**config.mk**
```make
export PLATFORM = sky130hd
export DESIGN_NAME = axi4_lite_arbiter
export DESIGN_NICKNAME = d
export VERILOG_FILES = /design/src/rtl/axi4_lite_pkg.sv /design/src/rtl/rr_arbiter.sv /design/src/rtl/axi4_lite_arbiter.sv
export SDC_FILE = /design/constraint.sdc
export NUM_CORES = 1
export LEC_CHECK = 0
export ABC_AREA = 1
export ABC_CLOCK_PERIOD_IN_PS = 1200
export CORE_AREA = 2 2 120 122
export CTS_CLUSTER_DIAMETER = 50
export CTS_CLUSTER_SIZE = 20
export DETAILED_ROUTE_END_ITERATION = 16
export DIE_AREA = 0 0 122 124
export PLACE_DENSITY_LB_ADDON = 0.2
export SYNTH_ARGS = -nofsm -noshare
export SYNTH_HDL_FRONTEND = slang
export SYNTH_SLANG_ARGS = --single-unit
```
**constraint.sdc**
```tcl
create_clock -name clk -period 1.2 [get_ports clk]
set_input_delay 0.12 -clock clk [delete_from_list [all_inputs] [get_ports clk]]
set_output_delay 0.12 -clock clk [all_outputs]
set_load 0.01 [all_outputs]
```
**src/rtl/axi4_lite_pkg.sv**
```systemverilog
// Shared types and constants for the AXI4-Lite arbiter and its sub-blocks.
// Latency: none, declarations only.
// Backpressure: not applicable.
package axi4_lite_pkg;

  typedef enum logic [2:0] {
    IDLE,
    WR_REQ,
    WR_RESP,
    RD_REQ,
    RD_RESP
  } arb_state_t;

  localparam logic [1:0] AXI_RESP_OKAY   = 2'b00;
  localparam logic [1:0] AXI_RESP_SLVERR = 2'b10;

endpackage

```
**src/rtl/rr_arbiter.sv**
```systemverilog
// Round-robin pick of the first active request at or after rr_ptr, wrapping.
// Latency: purely combinational, zero cycles.
// Backpressure: none; the caller decides when to register the grant.
module rr_arbiter #(
  parameter int num_requesters = 2
) (
  input  logic [num_requesters-1:0]         req,
  input  logic [$clog2(num_requesters)-1:0] rr_ptr,
  output logic                              grant_valid,
  output logic [$clog2(num_requesters)-1:0] grant_idx
);

  localparam int idx_w = $clog2(num_requesters);

  int               cand;
  logic [idx_w-1:0] cand_idx;

  // Scan requesters in priority order starting at rr_ptr; first hit wins.
  always_comb begin
    grant_valid = 1'b0;
    grant_idx   = '0;
    cand        = 0;
    cand_idx    = '0;
    for (int k = 0; k < num_requesters; k++) begin
      cand     = (int'(rr_ptr) + k) % num_requesters;
      cand_idx = idx_w'(cand);
      if (!grant_valid && req[cand_idx]) begin
        grant_valid = 1'b1;
        grant_idx   = cand_idx;
      end
    end
  end

endmodule

```
**src/rtl/axi4_lite_arbiter.sv**
```systemverilog
// Shares one AXI4-Lite slave between num_masters masters, one whole transaction per grant.
// Latency: request seen in IDLE drives m-side valid the next cycle; 3-cycle minimum per transaction.
// Backpressure: ungranted masters see no ready and keep their valids pending; slave stalls pass straight through.
module axi4_lite_arbiter
  import axi4_lite_pkg::*;
#(
  parameter int num_masters = 2,
  parameter int addr_width  = 7
) (
  input  logic                  clk,
  input  logic                  rst,
  // upstream (master-facing) ports
  input  logic [addr_width-1:0] s_axi_awaddr  [num_masters],
  input  logic [2:0]            s_axi_awprot  [num_masters],
  input  logic                  s_axi_awvalid [num_masters],
  output logic                  s_axi_awready [num_masters],
  input  logic [31:0]           s_axi_wdata   [num_masters],
  input  logic [3:0]            s_axi_wstrb   [num_masters],
  input  logic                  s_axi_wvalid  [num_masters],
  output logic                  s_axi_wready  [num_masters],
  output logic [1:0]            s_axi_bresp   [num_masters],
  output logic                  s_axi_bvalid  [num_masters],
  input  logic                  s_axi_bready  [num_masters],
  input  logic [addr_width-1:0] s_axi_araddr  [num_masters],
  input  logic [2:0]            s_axi_arprot  [num_masters],
  input  logic                  s_axi_arvalid [num_masters],
  output logic                  s_axi_arready [num_masters],
  output logic [31:0]           s_axi_rdata   [num_masters],
  output logic [1:0]            s_axi_rresp   [num_masters],
  output logic                  s_axi_rvalid  [num_masters],
  input  logic                  s_axi_rready  [num_masters],
  // downstream (slave-facing) port
  output logic [addr_width-1:0] m_axi_awaddr,
  output logic [2:0]            m_axi_awprot,
  output logic                  m_axi_awvalid,
  input  logic                  m_axi_awready,
  output logic [31:0]           m_axi_wdata,
  output logic [3:0]            m_axi_wstrb,
  output logic                  m_axi_wvalid,
  input  logic                  m_axi_wready,
  input  logic [1:0]            m_axi_bresp,
  input  logic                  m_axi_bvalid,
  output logic                  m_axi_bready,
  output logic [addr_width-1:0] m_axi_araddr,
  output logic [2:0]            m_axi_arprot,
  output logic                  m_axi_arvalid,
  input  logic                  m_axi_arready,
  input  logic [31:0]           m_axi_rdata,
  input  logic [1:0]            m_axi_rresp,
  input  logic                  m_axi_rvalid,
  output logic                  m_axi_rready
);

  localparam int idx_w = $clog2(num_masters);

  arb_state_t             state, state_nxt;
  logic [idx_w-1:0]       grant_idx, grant_nxt;
  logic [idx_w-1:0]       rr_ptr, rr_ptr_nxt;
  logic [idx_w-1:0]       ptr_after;
  logic                   aw_done, aw_done_nxt;
  logic                   w_done, w_done_nxt;
  logic [num_masters-1:0] req;
  logic                   arb_vld;
  logic [idx_w-1:0]       arb_idx;
  logic                   aw_hs, w_hs, b_hs, ar_hs, r_hs;

  // A master requests when it offers either an address write or an address read.
  always_comb begin
    req = '0;
    for (int i = 0; i < num_masters; i++) begin
      req[i] = s_axi_awvalid[i] | s_axi_arvalid[i];
    end
  end

  rr_arbiter #(
    .num_requesters (num_masters)
  ) u_rr_arbiter (
    .req         (req),
    .rr_ptr      (rr_ptr),
    .grant_valid (arb_vld),
    .grant_idx   (arb_idx)
  );

  assign aw_hs = m_axi_awvalid & m_axi_awready;
  assign w_hs  = m_axi_wvalid  & m_axi_wready;
  assign b_hs  = m_axi_bvalid  & m_axi_bready;
  assign ar_hs = m_axi_arvalid & m_axi_arready;
  assign r_hs  = m_axi_rvalid  & m_axi_rready;

  // Priority moves to the master just after the one that finished.
  assign ptr_after = (int'(grant_idx) == num_masters - 1) ? '0 : grant_idx + idx_w'(1);

  // State, grant and completion-flag registers.
  always_ff @(posedge clk) begin
    if (rst) begin
      state     <= IDLE;
      grant_idx <= '0;
      rr_ptr    <= '0;
      aw_done   <= 1'b0;
      w_done    <= 1'b0;
    end else begin
      state     <= state_nxt;
      grant_idx <= grant_nxt;
      rr_ptr    <= rr_ptr_nxt;
      aw_done   <= aw_done_nxt;
      w_done    <= w_done_nxt;
    end
  end

  // Transaction sequencing: grant in IDLE, then walk request and response phases.
  always_comb begin
    state_nxt   = state;
    grant_nxt   = grant_idx;
    rr_ptr_nxt  = rr_ptr;
    aw_done_nxt = aw_done;
    w_done_nxt  = w_done;
    case (state)
      IDLE: begin
        if (arb_vld) begin
          grant_nxt = arb_idx;
          // a master offering both gets its write first
          state_nxt = s_axi_awvalid[arb_idx] ? WR_REQ : RD_REQ;
        end
      end
      WR_REQ: begin
        if (aw_hs) aw_done_nxt = 1'b1;
        if (w_hs)  w_done_nxt  = 1'b1;
        if (aw_done_nxt && w_done_nxt) state_nxt = WR_RESP;
      end
      WR_RESP: begin
        if (b_hs) begin
          state_nxt   = IDLE;
          rr_ptr_nxt  = ptr_after;
          aw_done_nxt = 1'b0;
          w_done_nxt  = 1'b0;
        end
      end
      RD_REQ: begin
        if (ar_hs) state_nxt = RD_RESP;
      end
      RD_RESP: begin
        if (r_hs) begin
          state_nxt  = IDLE;
          rr_ptr_nxt = ptr_after;
        end
      end
      default: state_nxt = IDLE;
    endcase
  end

  // Downstream port: payload always follows grant_idx, handshakes only in their phase.
  always_comb begin
    m_axi_awaddr  = s_axi_awaddr[grant_idx];
    m_axi_awprot  = s_axi_awprot[grant_idx];
    m_axi_wdata   = s_axi_wdata[grant_idx];
    m_axi_wstrb   = s_axi_wstrb[grant_idx];
    m_axi_araddr  = s_axi_araddr[grant_idx];
    m_axi_arprot  = s_axi_arprot[grant_idx];
    // done flags stop a second AW or W beat while waiting for the other channel
    m_axi_awvalid = (state == WR_REQ) && !aw_done && s_axi_awvalid[grant_idx];
    m_axi_wvalid  = (state == WR_REQ) && !w_done  && s_axi_wvalid[grant_idx];
    m_axi_bready  = (state == WR_RESP) && s_axi_bready[grant_idx];
    m_axi_arvalid = (state == RD_REQ)  && s_axi_arvalid[grant_idx];
    m_axi_rready  = (state == RD_RESP) && s_axi_rready[grant_idx];
  end

  // Upstream ports: only the granted master sees ready/valid; everyone else reads zero.
  always_comb begin
    logic sel;
    logic bv;
    logic rv;
    sel = 1'b0;
    bv  = 1'b0;
    rv  = 1'b0;
    for (int i = 0; i < num_masters; i++) begin
      sel = (grant_idx == idx_w'(i));
      bv  = sel && (state == WR_RESP) && m_axi_bvalid;
      rv  = sel && (state == RD_RESP) && m_axi_rvalid;
      s_axi_awready[i] = sel && (state == WR_REQ) && !aw_done && m_axi_awready;
      s_axi_wready[i]  = sel && (state == WR_REQ) && !w_done  && m_axi_wready;
      s_axi_bvalid[i]  = bv;
      s_axi_bresp[i]   = bv ? m_axi_bresp : AXI_RESP_OKAY;
      s_axi_arready[i] = sel && (state == RD_REQ) && m_axi_arready;
      s_axi_rvalid[i]  = rv;
      s_axi_rdata[i]   = rv ? m_axi_rdata : 32'h0;
      s_axi_rresp[i]   = rv ? m_axi_rresp : AXI_RESP_OKAY;
    end
  end

endmodule

```
==> reports/summary.txt <==
OUTCOME
-------------------------------------------------------------------------------------------
Outcome                                                                        finished, violations left
Violations in the final reports                                                setup timing

FINISH
-------------------------------------------------------------------------------------------
Fill cell count                                                                       1,339
Total area of multi-input combinational cells                                      2200 um2
FF+latch area                                                                       150 um2
Utilization of the core after routing                                                 50.3%
Antenna diode count                                                                       0
Filler-free cell count of the finished design                                           986
Final design instance area without fill                                            6890 um2
Area overhead of the layout relative to synthesis                                      287%
Fraction of layout cells with a size suffix above 1                                   57.9%
Number of nets in the layout                                                            972

CTS
-------------------------------------------------------------------------------------------
Clock-pin slew on the worst setup and hold paths                                    0.03 ns
H-tree depth                                                                              1
Longest Clk Path Bufs                                                                     2
Clock Root Buffer                                                              sky130_fd_sc_hd__clkbuf_16
Number of buffers added by the clock tree synthesis step                                  3
Worst-Skew Late Latency                                                             0.23 ns
TritonCTS Sinks                                                                           7
TritonCTS clock tree                                                                  built

SYNTH
-------------------------------------------------------------------------------------------
Share of Yosys cell area claimed by the top area cell type                            41.1%
Top flip-flop cell by instance count after synthesis                           sky130_fd_sc_hd__dfxtp_1
Count of warnings emitted by yosys                                                        0
Post-synthesis cell type with the largest combined area                        sky130_fd_sc_hd__nand2_1
Synth async-reset ratio                                                                  0%
Netlist area before placement                                                      1780 um2
Mean post-synth cell area                                                          4.31 um2
Dominant cell by count in the synthesized netlist                              sky130_fd_sc_hd__nand2_1
Most frequent cells after synthesis                                            sky130_fd_sc_hd__nand2_1, sky130_fd_sc_hd__nor2_1, sky130_fd_sc_hd__inv_1
Distinct cell type count of the synthesized netlist                                      21
Cell types occupying the most area after synthesis                             sky130_fd_sc_hd__nand2_1, sky130_fd_sc_hd__nor2_1, sky130_fd_sc_hd__inv_1
Gate count after technology mapping                                                     413
Net count after synthesis                                                               578
Register bit count reported by yosys                                                      7
EDFF count, synth                                                                         0
Seq/Total Area, Yosys                                                                 7.87%

TIMING
-------------------------------------------------------------------------------------------
Post-layout minimum cycle time                                                      1.78 ns
Count of pins over their slew limit                                                       0
Final Hold Vio Count                                                                      0
Worst slew margin relative to its limit                                               74.1%
Part of the cycle the worst path needs                                                 149%
Unrepaired setup endpoints after global routing                                        true
Fmax                                                                              0.561 GHz
Slew at the pin with the worst max-slew slack                                      0.386 ns
Worst hold slack after final layout                                                0.471 ns
Post-Route Skew                                                                  0.00100 ns
Final worst-path setup slack                                                      -0.582 ns
# setup viols final                                                                     150
Post-route setup TNS                                                              -64.20 ns

PWR
-------------------------------------------------------------------------------------------
Largest voltage drop on the vdd net                                                0.542 mV
Leakage power                                                                       3.40 nW
Power density of the placed cells                                               1210 nW/um2

PLACED DESIGN
-------------------------------------------------------------------------------------------
Cell count after placement                                                              923
Count of buffers inserted at the top-level ports                                        307
Placer's final routability congestion estimate                                        0.787
Placement-stage cell area                                                          5650 um2
Final HPWL from detailed placement                                                  9.85 mm

DETAILED ROUTING
-------------------------------------------------------------------------------------------
Total wire length                                                                   13.2 mm
Number of design-rule violations left by the first detailed-router iteration             78
Number of vias per cell after detailed routing                                         4.08
DRC violation count after routing                                                         0
Drt pass-1 iters                                                                          4
Routed wire length per instance                                                     13.4 um
Number of routed nets with antenna violations                                             0
Via count                                                                             4,021

WORST SETUP PATH
-------------------------------------------------------------------------------------------
Critical Path Start Type                                                          flip-flop
Data required time at the worst endpoint                                            1.08 ns
Worst Setup End Kind                                                             output pin
Register-to-register setup slack                                                   -0.50 ns
Destination of the critical timing path                                        s_axi_rdata[0]
R2r worst-path depth                                                                     13
FF-to-FF Start                                                                     state[0]
Critical R2R Capture                                                                 w_done
Worst Setup Path Type                                                          flip-flop to output pin
Critical path arrival                                                               1.66 ns
Largest driver fanout on the critical path                                                7
Worst setup path startpoint                                                        state[0]

GLOBAL ROUTING
-------------------------------------------------------------------------------------------
GR Util All Layers                                                                    15.3%
Largest net degree at the start of global routing                                        19
Initial antenna violation count                                                           0
First-pass GRT wire length                                                          18.5 mm
Total congestion overflow after global routing                                            0
Vias in the first global route                                                        3,910

FLOORPLAN
-------------------------------------------------------------------------------------------
Placeable core region                                                            13,700 um2
Full die area                                                                    15,100 um2
Initial core utilization                                                              13.0%
Rows                                                                                     43
Die boundary width                                                                   122 um
Vertical extent of the die                                                           124 um
Top-level port count                                                                    308

HOLD PATH
-------------------------------------------------------------------------------------------
Type of the worst min-delay path                                               input port to flip-flop

RUN
-------------------------------------------------------------------------------------------
Number of maximum-capacitance violations                                                  0

cells by family after synthesis:
kind of cell,count (synthesis),synth area share (%)
flip-flops,7,7.86
AO/OA/AOI/OAI,17,4.78
AND/OR/NAND/NOR,306,68.7
buffers and inverters,83,18.7
final cells by class:
class                           count  share of cell area [%]
Timing Repair Buffer              409                    57.8
Clock buffer                        4                    1.14
Inverter                           63                    3.61
Sequential cell                     7                    2.18
Tap cell                          180                    3.27
Multi-Input combinational cell    323                    32.0
stage by stage:
step / setup slack [ns] / total power [mW]
floorplan: -0.143 / 2.39
global placement: -0.712 / 5.25
detailed placement: -0.741 / 5.28
CTS: -0.643 / 7.05
global route: -0.662 / 8.94
finish: -0.582 / 8.37
how the worst min path moves through the flow:
stage | from | to | slack [ns] | cells past startpoint
3_5_place_dp | rr_ptr | rr_ptr | 0.48 | 2
3_3_place_gp | rr_ptr | rr_ptr | 0.47 | 2
6_report | rst | state[2] | 0.47 | 2
5_1_grt | rst | state[2] | 0.49 | 2
2_1_floorplan | rst | state[2] | 0.18 | 1
4_1_cts | rst | state[2] | 0.47 | 2
power by group:
part	switching [mW]	leakage [nW]	internal, mW
clock network	0.113	0.0382	0.441
logic	3.39	3.30	4.06
registers	0.0592	0.0593	0.312
placed cells by master (no fill, tap or decap), types with 9 or more instances in the layout:
cell                              netlist  final
sky130_fd_sc_hd__buf_8                  0     11
sky130_fd_sc_hd__nor2_1                87     11
sky130_fd_sc_hd__nand2_2                0     77
sky130_fd_sc_hd__buf_6                  1     94
sky130_fd_sc_hd__nand2_4                0     18
sky130_fd_sc_hd__buf_4                  1     36
sky130_fd_sc_hd__nand2_1              195    100
sky130_fd_sc_hd__buf_2                  8     84
sky130_fd_sc_hd__inv_2                  5      9
sky130_fd_sc_hd__clkdlybuf4s50_1        0    164
sky130_fd_sc_hd__nor2_4                 0     44
sky130_fd_sc_hd__buf_12                 0     13
sky130_fd_sc_hd__inv_1                 58     50
sky130_fd_sc_hd__nor2_2                 2     34
flip-flops by register name, indices dropped and copies added (netlist names):
name / count
grant_idx: 1
aw_done: 1
state: 3
rr_ptr: 1
w_done: 1
routing by layer:
layer | track usage, % | wire length (um)
met5 | 0 | 0
met3 | 5.68 | 1360
met4 | 2.87 | 111
met1 | 14.3 | 4340
met2 | 31.7 | 7400
worst max-delay path, cell delays in order (launching register included):
cell and delay (ns):
sky130_fd_sc_hd__dfxtp_4 0.34, sky130_fd_sc_hd__nor3_4 0.20, sky130_fd_sc_hd__inv_2 0.09, sky130_fd_sc_hd__nor3_4 0.23, sky130_fd_sc_hd__inv_4 0.10, sky130_fd_sc_hd__buf_16 0.16, sky130_fd_sc_hd__buf_12 0.13, sky130_fd_sc_hd__nor2_2 0.06
sky130_fd_sc_hd__buf_2 0.12
repair_timing:
action | 4_1_cts | 5_1_grt
pin swaps | 27 | 36
hold buffers | 0 | 0
setup buffers | 39 | 18
gates cloned | 7 | 0
endpoints found under the setup margin | 150 | 150
gates resized for setup | 710 | 202
hold endpoints to repair | 0 | 0
Note: power is estimated with default switching activity, not from simulation.
